**src/rtl/reg_bus_master_ctrl_if.sv**
```systemverilog
// Command, response and register-bus signal bundle for reg_bus_master_ctrl.
// The master modport is the controller's view; slave is the view of the
// agent that issues commands and models the bus responder.
interface reg_bus_master_ctrl_if #(
  parameter int ADDR_W = 10,
  parameter int DATA_W = 32,
  parameter int TMO_W  = 8
);
  logic              cmd_valid;
  logic              cmd_ready;
  logic [1:0]        cmd_op;
  logic [ADDR_W-1:0] cmd_addr;
  logic [DATA_W-1:0] cmd_wdata;
  logic [DATA_W-1:0] cmd_mask;
  logic [TMO_W-1:0]  cmd_tmo;

  logic              rsp_valid;
  logic              rsp_ready;
  logic [DATA_W-1:0] rsp_rdata;
  logic              rsp_err;

  logic              bus_wr_en;
  logic              bus_rd_en;
  logic [ADDR_W-1:0] bus_addr;
  logic [DATA_W-1:0] bus_wdata;
  logic [DATA_W-1:0] bus_rdata;

  modport master (
    input  cmd_valid, cmd_op, cmd_addr, cmd_wdata, cmd_mask, cmd_tmo,
    input  rsp_ready, bus_rdata,
    output cmd_ready, rsp_valid, rsp_rdata, rsp_err,
    output bus_wr_en, bus_rd_en, bus_addr, bus_wdata
  );

  modport slave (
    output cmd_valid, cmd_op, cmd_addr, cmd_wdata, cmd_mask, cmd_tmo,
    output rsp_ready, bus_rdata,
    input  cmd_ready, rsp_valid, rsp_rdata, rsp_err,
    input  bus_wr_en, bus_rd_en, bus_addr, bus_wdata
  );
endinterface

```
**src/rtl/reg_bus_master_ctrl.sv**
```systemverilog
// Command-driven register bus initiator. Accepts write / read / poll
// commands, issues single-cycle bus strobes and returns read data plus an
// error flag. Poll re-reads one address every POLL_GAP+1 cycles until the
// masked compare matches or cmd_tmo+1 reads have been made.
module reg_bus_master_ctrl #(
  parameter int ADDR_W   = 10,
  parameter int DATA_W   = 32,
  parameter int TMO_W    = 8,
  parameter int POLL_GAP = 4
) (
  input logic                clk,
  input logic                rst_n,
  reg_bus_master_ctrl_if.master rb
);

  localparam int GAP_W = (POLL_GAP > 1) ? $clog2(POLL_GAP) : 1;
  localparam logic [GAP_W-1:0] GAP_LOAD = GAP_W'(POLL_GAP - 1);

  localparam logic [2:0] IDLE      = 3'd0;
  localparam logic [2:0] WRITE     = 3'd1;
  localparam logic [2:0] READ      = 3'd2;
  localparam logic [2:0] POLL_RD   = 3'd3;
  localparam logic [2:0] POLL_WAIT = 3'd4;
  localparam logic [2:0] RESP      = 3'd5;

  localparam logic [1:0] OP_WRITE = 2'b00;
  localparam logic [1:0] OP_READ  = 2'b01;
  localparam logic [1:0] OP_POLL  = 2'b10;

  // Masked equality used to terminate a poll; a zero mask always matches.
  function automatic logic poll_match(
    input logic [DATA_W-1:0] data,
    input logic [DATA_W-1:0] expect_val,
    input logic [DATA_W-1:0] mask
  );
    return ((data & mask) == (expect_val & mask));
  endfunction

  logic [2:0]        state_r,   state_nxt_s;
  logic [ADDR_W-1:0] addr_r,    addr_nxt_s;
  logic [DATA_W-1:0] wdata_r,   wdata_nxt_s;
  logic [DATA_W-1:0] mask_r,    mask_nxt_s;
  logic [TMO_W-1:0]  tmo_r,     tmo_nxt_s;
  logic [TMO_W-1:0]  attempt_r, attempt_nxt_s;
  logic [GAP_W-1:0]  gap_r,     gap_nxt_s;
  logic [DATA_W-1:0] rdata_r,   rdata_nxt_s;
  logic              err_r,     err_nxt_s;

  logic cmd_ready_r;
  logic rsp_valid_r;
  logic wr_en_r;
  logic rd_en_r;

  // Next-state and datapath decode for the command sequencer.
  always_comb begin
    state_nxt_s   = state_r;
    addr_nxt_s    = addr_r;
    wdata_nxt_s   = wdata_r;
    mask_nxt_s    = mask_r;
    tmo_nxt_s     = tmo_r;
    attempt_nxt_s = attempt_r;
    gap_nxt_s     = gap_r;
    rdata_nxt_s   = rdata_r;
    err_nxt_s     = err_r;
    case (state_r)
      IDLE: begin
        if (rb.cmd_valid) begin
          addr_nxt_s    = rb.cmd_addr;
          wdata_nxt_s   = rb.cmd_wdata;
          mask_nxt_s    = rb.cmd_mask;
          tmo_nxt_s     = rb.cmd_tmo;
          attempt_nxt_s = '0;
          case (rb.cmd_op)
            OP_WRITE: state_nxt_s = WRITE;
            OP_READ:  state_nxt_s = READ;
            OP_POLL:  state_nxt_s = POLL_RD;
            default: begin
              // Reserved op: answer with an error and never touch the bus.
              state_nxt_s = RESP;
              rdata_nxt_s = '0;
              err_nxt_s   = 1'b1;
            end
          endcase
        end else begin
          state_nxt_s = IDLE;
        end
      end
      WRITE: begin
        rdata_nxt_s = '0;
        err_nxt_s   = 1'b0;
        state_nxt_s = RESP;
      end
      READ: begin
        rdata_nxt_s = rb.bus_rdata;
        err_nxt_s   = 1'b0;
        state_nxt_s = RESP;
      end
      POLL_RD: begin
        rdata_nxt_s = rb.bus_rdata;
        // Match outranks timeout so the final permitted read can still succeed.
        if (poll_match(rb.bus_rdata, wdata_r, mask_r)) begin
          err_nxt_s   = 1'b0;
          state_nxt_s = RESP;
        end else if (attempt_r == tmo_r) begin
          err_nxt_s   = 1'b1;
          state_nxt_s = RESP;
        end else begin
          attempt_nxt_s = attempt_r + TMO_W'(1);
          gap_nxt_s     = GAP_LOAD;
          state_nxt_s   = POLL_WAIT;
        end
      end
      POLL_WAIT: begin
        if (gap_r == '0) begin
          state_nxt_s = POLL_RD;
        end else begin
          gap_nxt_s = gap_r - GAP_W'(1);
        end
      end
      RESP: begin
        if (rb.rsp_ready) begin
          state_nxt_s = IDLE;
        end else begin
          state_nxt_s = RESP;
        end
      end
      default: begin
        state_nxt_s = IDLE;
      end
    endcase
  end

  // State, latched command fields and registered outputs; output flops
  // decode the next state so they always equal a decode of state_r.
  always_ff @(posedge clk or negedge rst_n) begin
    if (!rst_n) begin
      state_r     <= IDLE;
      addr_r      <= '0;
      wdata_r     <= '0;
      mask_r      <= '0;
      tmo_r       <= '0;
      attempt_r   <= '0;
      gap_r       <= '0;
      rdata_r     <= '0;
      err_r       <= 1'b0;
      cmd_ready_r <= 1'b1;
      rsp_valid_r <= 1'b0;
      wr_en_r     <= 1'b0;
      rd_en_r     <= 1'b0;
    end else begin
      state_r     <= state_nxt_s;
      addr_r      <= addr_nxt_s;
      wdata_r     <= wdata_nxt_s;
      mask_r      <= mask_nxt_s;
      tmo_r       <= tmo_nxt_s;
      attempt_r   <= attempt_nxt_s;
      gap_r       <= gap_nxt_s;
      rdata_r     <= rdata_nxt_s;
      err_r       <= err_nxt_s;
      cmd_ready_r <= (state_nxt_s == IDLE);
      rsp_valid_r <= (state_nxt_s == RESP);
      wr_en_r     <= (state_nxt_s == WRITE);
      rd_en_r     <= (state_nxt_s == READ) || (state_nxt_s == POLL_RD);
    end
  end

  assign rb.cmd_ready = cmd_ready_r;
  assign rb.rsp_valid = rsp_valid_r;
  assign rb.rsp_rdata = rdata_r;
  assign rb.rsp_err   = err_r;
  assign rb.bus_wr_en = wr_en_r;
  assign rb.bus_rd_en = rd_en_r;
  assign rb.bus_addr  = addr_r;
  assign rb.bus_wdata = wdata_r;

endmodule
```
**src/flat_wrapper.sv**
```systemverilog
// flat-port wrapper written by rule: the top's interface ports become plain ports
module reg_bus_master_ctrl_flat 
#(
  parameter int ADDR_W   = 10,
  parameter int DATA_W   = 32,
  parameter int TMO_W    = 8,
  parameter int POLL_GAP = 4
)
  (clk, rst_n, rb_cmd_valid, rb_cmd_op, rb_cmd_addr, rb_cmd_wdata, rb_cmd_mask, rb_cmd_tmo, rb_rsp_ready, rb_bus_rdata, rb_cmd_ready, rb_rsp_valid, rb_rsp_rdata, rb_rsp_err, rb_bus_wr_en, rb_bus_rd_en, rb_bus_addr, rb_bus_wdata);
  reg_bus_master_ctrl_if #(.ADDR_W(ADDR_W), .DATA_W(DATA_W), .TMO_W(TMO_W)) rb_i ();
  input logic clk;
  input logic rst_n;
  input wire logic [$bits(rb_i.cmd_valid)-1:0] rb_cmd_valid;
  input wire logic [$bits(rb_i.cmd_op)-1:0] rb_cmd_op;
  input wire logic [$bits(rb_i.cmd_addr)-1:0] rb_cmd_addr;
  input wire logic [$bits(rb_i.cmd_wdata)-1:0] rb_cmd_wdata;
  input wire logic [$bits(rb_i.cmd_mask)-1:0] rb_cmd_mask;
  input wire logic [$bits(rb_i.cmd_tmo)-1:0] rb_cmd_tmo;
  input wire logic [$bits(rb_i.rsp_ready)-1:0] rb_rsp_ready;
  input wire logic [$bits(rb_i.bus_rdata)-1:0] rb_bus_rdata;
  output wire logic [$bits(rb_i.cmd_ready)-1:0] rb_cmd_ready;
  output wire logic [$bits(rb_i.rsp_valid)-1:0] rb_rsp_valid;
  output wire logic [$bits(rb_i.rsp_rdata)-1:0] rb_rsp_rdata;
  output wire logic [$bits(rb_i.rsp_err)-1:0] rb_rsp_err;
  output wire logic [$bits(rb_i.bus_wr_en)-1:0] rb_bus_wr_en;
  output wire logic [$bits(rb_i.bus_rd_en)-1:0] rb_bus_rd_en;
  output wire logic [$bits(rb_i.bus_addr)-1:0] rb_bus_addr;
  output wire logic [$bits(rb_i.bus_wdata)-1:0] rb_bus_wdata;
  assign rb_i.cmd_valid = rb_cmd_valid;
  assign rb_i.cmd_op = rb_cmd_op;
  assign rb_i.cmd_addr = rb_cmd_addr;
  assign rb_i.cmd_wdata = rb_cmd_wdata;
  assign rb_i.cmd_mask = rb_cmd_mask;
  assign rb_i.cmd_tmo = rb_cmd_tmo;
  assign rb_i.rsp_ready = rb_rsp_ready;
  assign rb_i.bus_rdata = rb_bus_rdata;
  assign rb_cmd_ready = rb_i.cmd_ready;
  assign rb_rsp_valid = rb_i.rsp_valid;
  assign rb_rsp_rdata = rb_i.rsp_rdata;
  assign rb_rsp_err = rb_i.rsp_err;
  assign rb_bus_wr_en = rb_i.bus_wr_en;
  assign rb_bus_rd_en = rb_i.bus_rd_en;
  assign rb_bus_addr = rb_i.bus_addr;
  assign rb_bus_wdata = rb_i.bus_wdata;
  reg_bus_master_ctrl #(.ADDR_W(ADDR_W), .DATA_W(DATA_W), .TMO_W(TMO_W), .POLL_GAP(POLL_GAP)) u_core (.clk(clk), .rst_n(rst_n), .rb(rb_i));
endmodule
```
**config.mk**
```make
export PLATFORM = sky130hd
export DESIGN_NAME = reg_bus_master_ctrl_flat
export DESIGN_NICKNAME = d
export VERILOG_FILES = /design/src/rtl/reg_bus_master_ctrl_if.sv /design/src/rtl/reg_bus_master_ctrl.sv /design/src/flat_wrapper.sv
export SDC_FILE = /design/constraint.sdc
export NUM_CORES = 1
export LEC_CHECK = 0
export CAP_MARGIN = 15
export CORE_AREA = 2 2 111 113
export CTS_CLUSTER_DIAMETER = 30
export DETAILED_ROUTE_END_ITERATION = 10
export DIE_AREA = 0 0 113 115
export PLACE_DENSITY_LB_ADDON = 0.12
export SYNTH_ARGS = -nofsm -noshare
export SYNTH_HDL_FRONTEND = slang
export SYNTH_SLANG_ARGS = --single-unit
export TNS_END_PERCENT = 1
```
**constraint.sdc**
```tcl
create_clock -name clk -period 6.1 [get_ports clk]
set_clock_uncertainty 0.2 [all_clocks]
set_input_delay 0.915 -clock clk [delete_from_list [all_inputs] [get_ports clk]]
set_output_delay 0.915 -clock clk [all_outputs]
set_load 0.01 [all_outputs]
```
Word level (Yosys, flattened, before mapping)
Cells that the tools add are included.
{ "totals": {"ff_bits": 132, "inputBits": 120, "elab_cells": 76, "output_inout_bits": 79} }
{ "classes": {"n_reduce_logical": 17, "n_addsub": 2, "bitwise": 2, "n_eq_ne": 19, "muxes": 23} }
{ "ops": {"columns": ["cell", "count"], "rows": [
  ["$pmux 32 s3", 1],
  ["$and 32x32->32", 2],
  ["$mux 32", 2],
  ["$eq 32x32->1", 1],
  ["$mux 8", 3],
  ["$pmux 8 s2", 1],
  ["$pmux 3 s5", 1],
  ["$eq 3x2->1 const B", 4],
  ["$mux 3", 4],
  ["$reduce_and 4->1", 3],
  ["$ne 2x2->1 const B", 5],
  ["$eq 3x3->1 const B", 3],
  ["$pmux 3 s3", 1],
  ["$add 8x1->8 const B", 1],
  ["$eq 8x8->1", 1],
  ["$eq 3x1->1 const B", 2],
  ["$logic_not 3->1", 2],
  ["$mux 2", 3],
  ["$reduce_bool 3->1", 2],
  ["$mux 1", 5],
  ["$logic_not 2->1", 2],
  ["$pmux 2 s2", 1],
  ["$reduce_bool 2->1", 2],
  ["$reduce_or 2->1", 2],
  ["other kinds (9)", 9]
]} }

Depth between registers and ports, before layout
{ "logic_depth": {"word_depth": 6, "mapped_depth": 8, "mapped_depth_nobuf": 7} }

Worst setup path after synthesis
No wires, ideal clock.
{ "synth_timing": {"kind": "input to register", "from": "in rb_bus_rdata[18]", "to": "reg u_core.attempt_r[1]", "n_path_buf": 1, "path_slack_ns": 3.459, "setup_ns": 0.127, "t_arrival_ns": 2.314, "t_required_ns": 5.773, "cell_stages": 7, "cell_sequence": "xor2_1 a22oi_1 nand4_1 nor4_1 buf_2 a21oi_1 nand3b_1"} }
{ "synth_between": {"elab_chain_len": 4} }
{ "synth_lines": {"columns": ["element", "line", "source"], "rows": [
  ["start: declaration", "flat_wrapper.sv:20", "input wire logic [$bits(rb_i.bus_rdata)-1:0] rb_bus_rdata;"],
  ["$and 32x32->32", "reg_bus_master_ctrl.sv:36", "return ((data & mask) == (expect_val & mask));"],
  ["$eq 32x32->1", "reg_bus_master_ctrl.sv:36", null],
  ["$ne 2x2->1 (no line)", null, null],
  ["$reduce_and 4->1 (no line)", null, null],
  ["end signal: assignment", "reg_bus_master_ctrl.sv:156", "attempt_r <= attempt_nxt_s;"],
  ["end: declaration", "reg_bus_master_ctrl.sv:44", "logic [TMO_W-1:0] attempt_r, attempt_nxt_s;"]
]} }
Every way passes these cells.
A chain may end at the register's enable or synchronous reset.

Worst setup path in the final report
{ "layout_timing": {"from": "in rb_bus_rdata[26]", "to": "reg u_core.wr_en_r (netlist: u_core.rb.bus_wr_en)"} }
{ "layout_between": {"elab_chain_len": 5} }
{ "layout_lines": {"columns": ["element", "line", "source"], "rows": [
  ["$and 32x32->32", "reg_bus_master_ctrl.sv:36", null],
  ["$eq 32x32->1", "reg_bus_master_ctrl.sv:36", null],
  ["$mux 3", "reg_bus_master_ctrl.sv:101", "if (poll_match(rb.bus_rdata, wdata_r, mask_r)) begin"],
  ["$pmux 3 s5", "reg_bus_master_ctrl.sv:65", "case (state_r)"],
  ["$eq 3x1->1", "reg_bus_master_ctrl.sv:162", "wr_en_r <= (state_nxt_s == WRITE);"],
  ["end signal: assignment", "reg_bus_master_ctrl.sv:162", null],
  ["end: declaration", "reg_bus_master_ctrl.sv:51", "logic wr_en_r;"]
]} }
Every way passes these cells.

==> run summary <==
Outcome: finished, violations left
Violated checks: design-rule violations
Fillers: 946
Detail Route Antenna Nets: 0
H-tree depth: 4
Yosys reg bits: 132
Ys flop type: dfrtp_1
Port Buf Inserts: 198
Commonest non-fill, non-tap cell in the layout: nand2_1
Post-synthesis simple-gate area fraction: 20.64%
Peak VDD IR: 0.2444 mV
WP data required: 6230 ps
Via count: 4939
Max FO, Critical Path: 11
Tcrit/Tclk final: 53.13%
Clock sink count: 132
R2r startpoint: u_core.state_r[1]
Avg Synthesized Cell Area: 9.617 um^2
Reg2reg setup slack: 3010 ps
Num rows: 40
Worst r2r dst: u_core.attempt_r[6]
Post-synth EDFFs: 0
Design area: 8335 um^2
Mapped Cells: 590
Sequential fraction of the synthesis area: 58.24%
Num CTS Buffers: 17
Vias in the first global route: 4953
Share of the synthesized area in the top cell type: 57.77%
CP endpoint kind: register
Clock root buffer: clkbuf_16
Die area: 13000 um^2
Final Hold Fails: 0
Critical Setup Path Class: input pin to register
# IOs: 199
Clock Tree Buf Depth: 2
Post-Synth XOR/XNOR Area: 6.174%
CP startpoint kind: input pin
Critical Path, Cell by Cell: clkdlybuf4s50_1, xor2_1, a22oi_1, nand4_1, nor4_2, clkbuf_4, o21ai_0, a21oi_1
Initial DRC Count: 350
DR DRC count: 13
Synth warnings: 0
First-pass GRT wire length: 25.25 mm
Layout Utilization: 70.57%
# Max-Cap Violations: 0
Adder-Cell Fraction of Synth Area: 1.103%
Layout net count: 906
Pwr dens: 491.4 nW/um^2
Pins Over Slew Limit: 0
DP Wirelength: 10.83 mm
Worst-margin pin slew: 1070 ps
Hold_ws: 273.0 ps
CP peak stage delay: 570 ps
Min Tclk post-route: 3241 ps
Top post-synthesis cells by area: dfrtp_1 58%, nand2_1 17%, a22o_1 4.9%, xor2_1 4.9%, a22oi_1 2.2%
RePlAce Congestion: 0.7899
Final Non-Filler Cells: 941
Top Usage Layer GRT: met2
Setup TNS Final: 0 ps
Initial antenna violation count: 0
Min-delay worst type: register to register
Worst Setup SP: rb_bus_rdata[26]
Initial Utilization: 48.04%
GRT met2 Usage: 40.04%
Async set or reset register ratio after synthesis: 100.0%
Postcts setup bufs: 0
Fraction of layout cells with a size suffix above 1: 5.416%
Total Wirelength: 15.88 mm
Hold_buf cts: 0
Post-Syn Area: 5674 um^2
Static Leak: 3.970 nW
Reg clk slew, reported paths: 60 ps
Relative slew slack: 28.51%
Area grow syn2layout: 46.90%
Met3 Use GR: 6.431%
Die height: 115 um
Critical Path End: u_core.rb.bus_wr_en
Unique masters post-synth: 40
RSZ-0062 raised after global routing: no
Final setup fails: 0
Met1 Usage GRT: 32.84%
Core Box Area: 11810 um^2
Mux cell area share after synthesis: 0.1764%
CTS tree: yes
Mapped Nets: 715
Fmax: 0.3085 GHz
DP Cell Count: 908
Vias per cell: 5.249
Die X: 113 um
Worst-Skew Late Latency: 410 ps
Grt total ovfl: 0
Post-CTS Resized: 0
Gr usage total: 25.02%
Compound-Gate Fraction of Synth Area: 10.98%
Synth area leader: dfrtp_1
Number of diodes: 0
Initial DRT Pass Iterations: 8
Worst reg2reg path depth: 6
Routed len/inst: 16.87 um
Pin count of the biggest net entering global routing: 92
Critical-path top delay cell: nor4_2
Worst Path Arrival: 3370 ps
Main combinational cell family by area after synthesis: simple AND/OR/NAND/NOR gates
Most frequent cells in the layout: 255 x nand2_1, 197 x clkdlybuf4s50_1, 131 x dfrtp_1
Placed cell area: 7772 um^2
-- worst max-delay path, delay by kind of cell --
family / cells / cell delay (ps)
simple gates: 2 / 780
buf+inv: 2 / 770
compound gates: 3 / 720
xor+xnor: 1 / 180
-- registers in the layout, indices dropped and copies added (netlist names) --
name,flops
u_core.mask_r,32
u_core.rb.bus_wdata,32
u_core.rb.rsp_rdata,32
u_core.rb.bus_addr,10
u_core.attempt_r,8
u_core.tmo_r,8
u_core.state_r,3
u_core.gap_r,2
u_core.rb.bus_rd_en,1
u_core.rb.bus_wr_en,1
u_core.rb.cmd_ready,1
u_core.rb.rsp_err,1
u_core.rb.rsp_valid,1
-- worst min-delay path by stage --
stage                     startpoint               endpoint  slack, ps  depth (start not counted)
3_3_place_gp       u_core.mask_r[11]      u_core.mask_r[11]        260                          2
6_report       u_core.rb.bus_addr[7]  u_core.rb.bus_addr[7]        270                          2
5_1_grt        u_core.rb.bus_addr[1]  u_core.rb.bus_addr[1]        290                          2
4_1_cts        u_core.rb.bus_addr[4]  u_core.rb.bus_addr[4]        280                          2
3_5_place_dp   u_core.rb.bus_addr[4]  u_core.rb.bus_addr[4]        260                          2
2_1_floorplan      u_core.mask_r[10]      u_core.mask_r[10]        250                          2
-- cell type report --
cell class	instances	area, um^2	share of cell area [%]
sequential	132	3304	39.64
multi-input combinational	419	2241	26.88
timing repair buffer	203	2021	24.24
clock buffer	29	540.5	6.485
tap	147	183.9	2.207
inverter	8	30.03	0.3603
clock inverter	3	15.01	0.1801
-- routing by layer --
layer | vias to the layer above | part of all wire [%]
met5 | - | 0
met4 | 0 | 2.5
met3 | 23 | 7.2
met2 | 177 | 48
met1 | 2408 | 43
li1 | 2331 | -
-- report_power, final --
group	internal [mW]	total [mW]	leakage [nW]	switching, mW
clock network	0.594	0.948	0.277	0.354
logic	0.828	1.59	1.99	0.759
registers	1.27	1.56	1.70	0.293
total	2.69	4.10	3.97	1.41
-- synth_stat cells (all sizes together) (7+ instances only) --
cell type  count
nand2        255
dfrtp        131
a22o          32
xor2          32
clkbuf        24
a22oi         17
a21oi          9
inv            8
xnor2          8
buf            7
nand4          7
nor2           7
o21ai          7
-- logic make-up (layout without fill, tap and decap cells) --
logic type / count (synthesis) / after routing
multiplexers: 1 / 1
adder cells (fa/ha/maj): 5 / 5
buffers and inverters: 39 / 243
AND/OR/NAND/NOR: 292 / 292
XOR/XNOR: 40 / 40
AO/OA/AOI/OAI: 81 / 81
flip-flops: 132 / 132
-- stage by stage --
stage          total power [mW]  setup WS, ps
2_1_floorplan             2.312          3459
3_3_place_gp              3.112          2202
3_5_place_dp              3.160          2076
4_1_cts                   4.135          2502
5_1_grt                   4.363          2762
6_report                  4.096          2859
(Power assumes the default switching activity.)
